### config.mk
export PLATFORM = sky130hd
export DESIGN_NAME = btn_conditioner
export DESIGN_NICKNAME = d
export VERILOG_FILES = /design/src/rtl/btn_conditioner.sv
export SDC_FILE = /design/constraint.sdc
export NUM_CORES = 1
export LEC_CHECK = 0
export CORE_ASPECT_RATIO = 0.8
export CORE_MARGIN = 4
export CORE_UTILIZATION = 28
export DETAILED_ROUTE_END_ITERATION = 8
export GPL_ROUTABILITY_DRIVEN = 0
export PLACE_DENSITY = 0.48
export RECOVER_POWER = 25
export SLEW_MARGIN = 40
export SYNTH_ARGS = -nofsm -noshare
export SYNTH_HDL_FRONTEND = slang
export SYNTH_SLANG_ARGS = --single-unit
### constraint.sdc
create_clock -name clk -period 2.45 [get_ports clk]
set_input_delay 0.3675 -clock clk [delete_from_list [all_inputs] [get_ports clk]]
set_output_delay 0.3675 -clock clk [all_outputs]
set_load 0.02 [all_outputs]
### src/rtl/btn_conditioner.sv
`default_nettype none
// ============================================================================
// Module   : btn_conditioner
// Purpose  : Per-button front end for the cursor/run-control FSM: 2-flop
//            synchronizer, counter debounce, one-cycle press/release pulses,
//            and frame-paced auto-repeat while a button is held.
// Revision : 1.0 - initial release
// ============================================================================
module btn_conditioner #(
    parameter int NUM_BTN             = 4,
    parameter int DEBOUNCE_CYCLES     = 250000,
    parameter int CNT_W               = 18,
    parameter int REPEAT_DELAY_FRAMES = 30,
    parameter int REPEAT_RATE_FRAMES  = 8,
    parameter int FRAME_CNT_W         = 6
) (
    input  logic               clk,
    input  logic               rst_n,
    input  logic [NUM_BTN-1:0] btn_in,
    input  logic               frame_tick,
    output logic [NUM_BTN-1:0] btn_level,
    output logic [NUM_BTN-1:0] btn_press,
    output logic [NUM_BTN-1:0] btn_release,
    output logic [NUM_BTN-1:0] btn_repeat,
    output logic [NUM_BTN-1:0] btn_action
);

    typedef enum logic [1:0] {
        ST_IDLE   = 2'd0,
        ST_DELAY  = 2'd1,
        ST_REPEAT = 2'd2
    } rep_state_t;

    localparam logic [CNT_W-1:0]       DB_LAST    = CNT_W'(DEBOUNCE_CYCLES - 1);
    localparam logic [FRAME_CNT_W-1:0] DELAY_LAST = FRAME_CNT_W'(REPEAT_DELAY_FRAMES - 1);
    localparam logic [FRAME_CNT_W-1:0] RATE_LAST  = FRAME_CNT_W'(REPEAT_RATE_FRAMES - 1);

    generate
        for (genvar i = 0; i < NUM_BTN; i++) begin : g_btn
            logic                   s1;
            logic                   s2;
            logic                   level;
            logic                   press_q;
            logic                   rel_q;
            logic                   rpt_q;
            logic [CNT_W-1:0]       cnt;
            logic [FRAME_CNT_W-1:0] fcnt;
            rep_state_t             state;
            logic                   accept;
            logic                   rise;
            logic                   fall;

            // The synchronized level has differed long enough: take it on this edge.
            assign accept = (s2 != level) && (cnt == DB_LAST);
            assign rise   = accept & s2;
            assign fall   = accept & ~s2;

            // Synchronize, debounce and emit the edge pulses on the acceptance edge.
            always_ff @(posedge clk or negedge rst_n) begin
                if (!rst_n) begin
                    s1      <= 1'b0;
                    s2      <= 1'b0;
                    level   <= 1'b0;
                    cnt     <= '0;
                    press_q <= 1'b0;
                    rel_q   <= 1'b0;
                end else begin
                    s1      <= btn_in[i];
                    s2      <= s1;
                    press_q <= rise;
                    rel_q   <= fall;
                    if (s2 == level) begin
                        cnt <= '0;
                    end else if (cnt == DB_LAST) begin
                        level <= s2;
                        cnt   <= '0;
                    end else begin
                        cnt <= cnt + CNT_W'(1);
                    end
                end
            end

            // Auto-repeat FSM; a release on the same edge as a tick suppresses the repeat.
            always_ff @(posedge clk or negedge rst_n) begin
                if (!rst_n) begin
                    state <= ST_IDLE;
                    fcnt  <= '0;
                    rpt_q <= 1'b0;
                end else begin
                    rpt_q <= 1'b0;
                    case (state)
                        ST_IDLE: begin
                            if (rise) begin
                                state <= ST_DELAY;
                                fcnt  <= '0;
                            end
                        end
                        ST_DELAY: begin
                            if (fall) begin
                                state <= ST_IDLE;
                                fcnt  <= '0;
                            end else if (frame_tick) begin
                                if (fcnt == DELAY_LAST) begin
                                    rpt_q <= 1'b1;
                                    state <= ST_REPEAT;
                                    fcnt  <= '0;
                                end else begin
                                    fcnt <= fcnt + FRAME_CNT_W'(1);
                                end
                            end
                        end
                        ST_REPEAT: begin
                            if (fall) begin
                                state <= ST_IDLE;
                                fcnt  <= '0;
                            end else if (frame_tick) begin
                                if (fcnt == RATE_LAST) begin
                                    rpt_q <= 1'b1;
                                    fcnt  <= '0;
                                end else begin
                                    fcnt <= fcnt + FRAME_CNT_W'(1);
                                end
                            end
                        end
                        default: begin
                            state <= ST_IDLE;
                            fcnt  <= '0;
                        end
                    endcase
                end
            end

            assign btn_level[i]   = level;
            assign btn_press[i]   = press_q;
            assign btn_release[i] = rel_q;
            assign btn_repeat[i]  = rpt_q;
        end
    endgenerate

    assign btn_action = btn_press | btn_repeat;

endmodule
`default_nettype wire

* Word level (Yosys, flattened, before mapping) *
Index checks and enable logic that the tools add are counted.

cells by class
  add/subtract/negate cells = 8
  eq/ne operators = 48
  mux-type cells = 92
  bitwise logic cells = 17
  reduce and logical (&&, ||, !) cells = 20

operators with widths
  operator               count
  $mux 6                 28
  $mux 18                8
  $add 18x1->18 const B  4
  $eq 18x18->1 const B   4
  $pmux 6 s3             4
  $mux 2                 20
  $ne 3x3->1 const B     12
  $add 6x1->6 const B    4
  $eq 6x3->1 const B     4
  $eq 6x5->1 const B     4
  $mux 1                 24
  $pmux 2 s3             4
  $ne 2x2->1 const B     8
  $reduce_and 4->1       4
  $reduce_and 3->1       4
  $and 1x1->1            8
  $eq 2x1->1 const B     4
  $eq 2x2->1 const B     4
  $logic_not 2->1        4
  $not 1->1              8
  $pmux 1 s2             4
  $reduce_and 2->1       4
  $eq 1x1->1             4
  $logic_and 1x1->1      4
  2 further kinds        5

storage, ports and cells
  register bits after elaboration = 128
  bits of input ports = 7
  output and inout bits = 20
  logic and storage cells = 221

* Longest topological paths before layout *
  word-level depth = 5
  gate-level depth with buffers = 9
  gate-level depth less buffers = 8

* Worst setup path before layout *
Ideal clock, no wire load.

  kind = reg-to-reg
  start = register g_btn[1].cnt[0]
  end = register g_btn[1].fcnt[3]
  setup time = 0.124 ns
  arrival = 2.188 ns
  setup slack = 0.138 ns
  cell stages (with the launch flop) = 7
  buffers on the path = 0
  clock period less this slack = 2.312 ns
  path through = dfrtp_1 -> ha_1 -> nand3_1 -> or4_1 -> o31ai_1 -> o31ai_1 -> a211o_1

on the way
  longest elaborated chain between the ends = 5

RTL lines
  item                                                             RTL line  source
  from (decl)                                                      46        logic [CNT_W-1:0] cnt;
  from (signal assigned)                                           78        cnt <= cnt + CNT_W'(1);
  $eq 18x18->1 (*)                                                 54        assign accept = (s2 != level) && (cnt == DB_LAST);
  $logic_and 1x1->1 (*)                                            54
  $and 1x1->1, on equally long branches                            56, 55
  $ne 3x3->1 (no source line), or another cell as far along        --
  $reduce_and 3->1 (no source line) or $pmux 6 s3 (tied branches)  --
  to (signal assigned)                                             108       fcnt <= fcnt + FRAME_CNT_W'(1);
  to (signal assigned)                                             121       fcnt <= fcnt + FRAME_CNT_W'(1);
  to (decl)                                                        47        logic [FRAME_CNT_W-1:0] fcnt;

Every way passes the cells marked *; elsewhere a longest branch is shown, timed or not.
A chain may end at the register's enable or synchronous reset.

* Worst setup path after layout *
  start = register g_btn[3].cnt[4]
  end = register g_btn[3].fcnt[4]

on the way
  longest elaborated chain between the ends = 5

RTL lines
  item                                                             RTL line
  from (decl)                                                      46
  from (signal assigned)                                           78
  $eq 18x18->1 (*)                                                 54
  $logic_and 1x1->1 (*)                                            54
  $and 1x1->1, on equally long branches                            56, 55
  $ne 3x3->1 (no source line), or another cell as far along        --
  $reduce_and 3->1 (no source line) or $pmux 6 s3 (tied branches)  --
  to (signal assigned)                                             108
  to (signal assigned)                                             121
  to (decl)                                                        47

Marks and branches as above.

==> report_table.html <==
<table>
<tr><th>Metric</th><th>Value</th></tr>
<tr><th colspan="2">Outcome</th></tr>
<tr><td>Result of the run</td><td>finished with violations</td></tr>
<tr><td>Failing checks</td><td>capacitance limit, slew limit</td></tr>
<tr><th colspan="2">Synthesis</th></tr>
<tr><td>Share of the synthesized area in compound gates (AO/OA/AOI/OAI)</td><td>9.79%</td></tr>
<tr><td>Synthesized area divided by synthesized cell count</td><td>between 9 and 10 µm²</td></tr>
<tr><td>Mapped Nets</td><td>749</td></tr>
<tr><td>Count of flip-flops with a built-in enable after synthesis</td><td>0</td></tr>
<tr><td>Cell types occupying the most area after synthesis</td><td>sky130_fd_sc_hd__dfrtp_1, sky130_fd_sc_hd__nor2_1, sky130_fd_sc_hd__xor2_1</td></tr>
<tr><td>Cell area after synthesis</td><td>6750 µm²</td></tr>
<tr><td>Synth Warn #</td><td>0</td></tr>
<tr><td>XOR/XNOR share of the synthesized area</td><td>8.31%</td></tr>
<tr><td>Largest family of logic cells by synthesized area</td><td>simple AND/OR/NAND/NOR gates</td></tr>
<tr><td>Area share of fa/ha/maj cells after synthesis</td><td>4.45%</td></tr>
<tr><td>Mux contribution to synthesized area</td><td>less than 1%</td></tr>
<tr><td>Top-area cell type share of the netlist area</td><td>between 40% and 50%</td></tr>
<tr><td>Post-synthesis cell type with the largest combined area</td><td>sky130_fd_sc_hd__dfrtp_1</td></tr>
<tr><td>Syn Inst Count</td><td>718</td></tr>
<tr><td>Register bit count reported by yosys</td><td>128</td></tr>
<tr><td>Count leader, synth</td><td>sky130_fd_sc_hd__dfrtp_1</td></tr>
<tr><td>Most frequently used flop master after synthesis</td><td>sky130_fd_sc_hd__dfrtp_1</td></tr>
<tr><td>Top post-synthesis cells by count</td><td>sky130_fd_sc_hd__dfrtp_1, sky130_fd_sc_hd__nor2_1, sky130_fd_sc_hd__nand2_1</td></tr>
<tr><td>Post-synthesis simple-gate area fraction</td><td>about 25%</td></tr>
<tr><td>Async set-or-reset flop fraction in the synthesized netlist</td><td>100%</td></tr>
<tr><td>Post-synth cell types</td><td>60</td></tr>
<tr><td>Proportion of synthesized chip area in sequential cells</td><td>~47%</td></tr>
<tr><th colspan="2">Critical path</th></tr>
<tr><td>Worst reg2reg startpoint</td><td>g_btn[3].cnt[4]</td></tr>
<tr><td>Worst setup startpoint</td><td>g_btn[3].cnt[4]</td></tr>
<tr><td>Sort of element at the start of the critical path</td><td>flip-flop</td></tr>
<tr><td>R2r setup slk</td><td>0.12 ns</td></tr>
<tr><td>Most frequent CP cell</td><td>sky130_fd_sc_hd__or3_4</td></tr>
<tr><td>Critical Path End Type</td><td>flip-flop</td></tr>
<tr><td>End point of the critical path</td><td>g_btn[3].fcnt[4]</td></tr>
<tr><td>Kind of critical path</td><td>reg2reg</td></tr>
<tr><td>Largest stage delay, worst path</td><td>between 0.5 and 0.6 ns</td></tr>
<tr><td>R2R cell count</td><td>6</td></tr>
<tr><td>CP max stage cell</td><td>sky130_fd_sc_hd__or4b_1</td></tr>
<tr><td>Critical path fanouts, max</td><td>9</td></tr>
<tr><td>R2r endpoint</td><td>g_btn[3].fcnt[4]</td></tr>
<tr><td>Worst-path cell chain</td><td>or4b_1, or3_4, or3_4, a2bb2oi_2, nand2b_4, o211ai_2</td></tr>
<tr><td>Data required time at the worst endpoint</td><td>2.80 ns</td></tr>
<tr><td>Worst path arrival time</td><td>between 2 and 3 ns</td></tr>
<tr><th colspan="2">Pwr</th></tr>
<tr><td>Peak supply drop</td><td>0.000467 V</td></tr>
<tr><td>Power per unit of standard cell area</td><td>642 nW/µm²</td></tr>
<tr><td>Lkg Pwr</td><td>3.52 nW</td></tr>
<tr><th colspan="2">Drt</th></tr>
<tr><td>Post-DR vias/cell</td><td>around 4.6</td></tr>
<tr><td>Final WL</td><td>13800 µm</td></tr>
<tr><td>Vias after detailed routing</td><td>4987</td></tr>
<tr><td>Number of nets still failing antenna checks after routing</td><td>0</td></tr>
<tr><td>DRC errors left</td><td>0</td></tr>
<tr><td>Pre-Repair DR Iteration Count</td><td>6</td></tr>
<tr><td>First DRT Iteration DRCs</td><td>281</td></tr>
<tr><td>Final routed wire length divided by cell count</td><td>between 10 and 15 µm</td></tr>
<tr><th colspan="2">Timing</th></tr>
<tr><td>Final Hold Viols</td><td>0</td></tr>
<tr><td>Post-route worst hold slack</td><td>0.348 ns</td></tr>
<tr><td>Time the worst path needs with I/O delays and setup</td><td>2.33 ns</td></tr>
<tr><td>Remaining max-slew budget at the tightest pin</td><td>-8.22%</td></tr>
<tr><td>Count of pins over their slew limit</td><td>around 70</td></tr>
<tr><td>Final worst-path setup slack</td><td>0.124 ns</td></tr>
<tr><td>Clock Skew</td><td>0.0179 ns</td></tr>
<tr><td>RSZ-0062 raised after global routing</td><td>no</td></tr>
<tr><td>Setup-failing EPs final</td><td>0</td></tr>
<tr><td>Worst Tran Pin Value</td><td>approximately 1.6 ns</td></tr>
<tr><td>Tcrit/Tclk final</td><td>94.9%</td></tr>
<tr><td>Final sum of negative setup slack</td><td>0 ns</td></tr>
<tr><td>Highest Clock Rate</td><td>430 MHz</td></tr>
<tr><th colspan="2">Place</th></tr>
<tr><td>Detailed placer's ending HPWL</td><td>9820 µm</td></tr>
<tr><td>Post-place instance area</td><td>7480 µm²</td></tr>
<tr><td>Post-Place Worst Slack</td><td>0.0349 ns</td></tr>
<tr><td>Port bufs</td><td>26</td></tr>
<tr><th colspan="2">Global route</th></tr>
<tr><td>First-pass GRT wire length</td><td>24500 µm</td></tr>
<tr><td>Vias in the first global route</td><td>4984</td></tr>
<tr><td>Overall fraction of global-route tracks in use</td><td>11.0%</td></tr>
<tr><td>Grt ovf</td><td>0</td></tr>
<tr><td>Number of antenna violations at the first check in global routing</td><td>0</td></tr>
<tr><td>Maximum number of pins on one net before global-route repair</td><td>69</td></tr>
<tr><th colspan="2">Clock tree</th></tr>
<tr><td>Register clock-pin slew on the reported worst setup and hold paths</td><td>0.06 ns</td></tr>
<tr><td>Clock network latency to the later pin of the worst-skew pair</td><td>0.42 ns</td></tr>
<tr><td>CTS tree</td><td>built</td></tr>
<tr><td>Bufs on Longest Clock Path</td><td>2</td></tr>
<tr><td>Number of clock buffers inserted by TritonCTS</td><td>17</td></tr>
<tr><td>Num Clock Sinks</td><td>128</td></tr>
<tr><td>Clock H-tree levels</td><td>4</td></tr>
<tr><td>CTS root buf</td><td>sky130_fd_sc_hd__clkbuf_16</td></tr>
<tr><th colspan="2">Die</th></tr>
<tr><td>Core area</td><td>between 20000 and 25000 µm²</td></tr>
<tr><td>Die extent in x</td><td>182 µm</td></tr>
<tr><td>Overall die height</td><td>147 µm</td></tr>
<tr><td>Placement Rows</td><td>50</td></tr>
<tr><td>Total die area</td><td>between 20000 and 30000 µm²</td></tr>
<tr><td>Effective utilization at floorplan</td><td>~29%</td></tr>
<tr><td>Number of placed I/O pins</td><td>27</td></tr>
<tr><th colspan="2">Finish</th></tr>
<tr><td>Share of the core filled with cells</td><td>about a third</td></tr>
<tr><td>Layout fillers</td><td>2395</td></tr>
<tr><td>Area grow syn2layout</td><td>19.9%</td></tr>
<tr><td>Final #Nets</td><td>800</td></tr>
<tr><td>Fraction of final layout cells with drive strength greater than 1</td><td>10.9%</td></tr>
<tr><td>Final instance area</td><td>~8000 µm²</td></tr>
<tr><td>Diodes inserted</td><td>0</td></tr>
<tr><th colspan="2">Hold path</th></tr>
<tr><td>Hold Path Stages</td><td>0</td></tr>
<tr><td>Worst hold-check path type</td><td>reg2reg</td></tr>
<tr><th colspan="2">Run</th></tr>
<tr><td>Max cap viols</td><td>1</td></tr>
</table>
## power by group
| group | total, mW | switching [mW] | internal (mW) |
|---|---|---|---|
| clock network | 2.54 | 0.927 | 1.62 |
| logic | 0.332 | 0.191 | 0.141 |
| registers | 2.32 | 0.112 | 2.20 |
| total | 5.19 | 1.23 | 3.96 |
## through the flow
step,power [mW],cells
finish,5.19,1094
global route,5.44,1094
CTS,5.28,1094
detailed placement,2.69,1061
global placement,2.69,1061
floorplan,2.54,718
## worst max-delay path, delay by kind of cell (launching register included)
kind,cells,cell delay [ns]
AND/OR/NAND/NOR,4,1.55
flip-flops,1,0.38
AO/OA/AOI/OAI,2,0.33
## cell usage in the layout, fill, tap and decap left out, types with 3 or more instances in the layout
| cell | count |
|---|---|
| sky130_fd_sc_hd__nand4b_1 | 3 |
| sky130_fd_sc_hd__clkinv_2 | 5 |
| sky130_fd_sc_hd__clkdlybuf4s50_1 | 21 |
| sky130_fd_sc_hd__dlygate4sd3_1 | 5 |
| sky130_fd_sc_hd__clkbuf_16 | 17 |
| sky130_fd_sc_hd__o21ai_0 | 25 |
| sky130_fd_sc_hd__a21o_1 | 7 |
| sky130_fd_sc_hd__and3_1 | 24 |
| sky130_fd_sc_hd__buf_4 | 32 |
| sky130_fd_sc_hd__bufinv_16 | 3 |
| sky130_fd_sc_hd__ha_1 | 24 |
| sky130_fd_sc_hd__o22ai_1 | 8 |
| sky130_fd_sc_hd__nor2_1 | 100 |
| sky130_fd_sc_hd__xor2_1 | 37 |
| sky130_fd_sc_hd__nand4_1 | 16 |
| sky130_fd_sc_hd__dfrtp_1 | 128 |
| sky130_fd_sc_hd__a31oi_1 | 3 |
| sky130_fd_sc_hd__nand3_1 | 47 |
| sky130_fd_sc_hd__a211o_1 | 3 |
| sky130_fd_sc_hd__a22o_1 | 4 |
| sky130_fd_sc_hd__nor3_1 | 15 |
| sky130_fd_sc_hd__a21oi_1 | 19 |
| sky130_fd_sc_hd__nand2_1 | 67 |
| sky130_fd_sc_hd__nor3b_1 | 3 |
| sky130_fd_sc_hd__nand2b_1 | 10 |
| sky130_fd_sc_hd__nor4b_1 | 7 |
| sky130_fd_sc_hd__xnor2_1 | 27 |
| sky130_fd_sc_hd__clkbuf_1 | 3 |
| sky130_fd_sc_hd__or4b_1 | 3 |
| sky130_fd_sc_hd__o31ai_1 | 6 |
| sky130_fd_sc_hd__or3_1 | 3 |
| sky130_fd_sc_hd__or2_2 | 6 |
| sky130_fd_sc_hd__and4_1 | 6 |
| sky130_fd_sc_hd__inv_1 | 38 |
| sky130_fd_sc_hd__nor4_1 | 7 |
| sky130_fd_sc_hd__a22oi_1 | 3 |
| sky130_fd_sc_hd__o22a_1 | 3 |
| sky130_fd_sc_hd__nor2b_1 | 3 |
## registers in the layout, indices dropped and copies added, names as in the netlist
signal,cells
g_btn.s2,4
g_btn.fcnt,24
g_btn.rpt_q,4
g_btn.s1,4
g_btn.rel_q,4
g_btn.cnt,72
g_btn.state,8
g_btn.press_q,4
g_btn.level,4
## kinds of logic (layout without fill, tap and decap cells)
family | count (synthesis) | in the layout
XOR/XNOR | 64 | 64
flip-flops | 128 | 128
AND/OR/NAND/NOR | 336 | 336
buffers and inverters | 66 | 130
multiplexers | 1 | 1
AO/OA/AOI/OAI | 99 | 99
adder cells (fa/ha/maj) | 24 | 24
## worst min-delay path by stage
stage / start / to / slack (ns)
3_3_place_gp: g_btn[0].s1 / g_btn[0].s2 / 0.33
6_report: g_btn[0].s1 / g_btn[0].s2 / 0.35
5_1_grt: g_btn[0].s1 / g_btn[0].s2 / 0.35
3_5_place_dp: g_btn[2].s1 / g_btn[2].s2 / 0.34
4_1_cts: g_btn[2].s1 / g_btn[2].s2 / 0.35
2_1_floorplan: rst_n / g_btn[0].cnt[0] / 0.07
## layer usage
metal	wire, µm	track usage (%)
met1	7510	16.0
met2	5750	16.0
met3	399	2.72
met4	142	3.56
met5	0	0
## cell type report
class | count | area, µm² | share of cell area (%)
Tap cell | 312 | 390 | 4.83
Clock inverter | 11 | 139 | 1.72
Inverter | 39 | 146 | 1.81
Timing Repair Buffer | 59 | 505 | 6.25
Multi-Input combinational cell | 524 | 3260 | 40.2
Clock buffer | 21 | 450 | 5.57
Sequential cell | 128 | 3200 | 39.6
## timing repair
item | in CTS | in global routing
endpoints found under the hold margin | 9 | 0
endpoints found under the setup margin | 0 | 8
buffers inserted | 0 | 0
hold buffers | 1 | 0
resized for setup | 0 | 4
No activity file was read; power rests on OpenSTA's default activity.
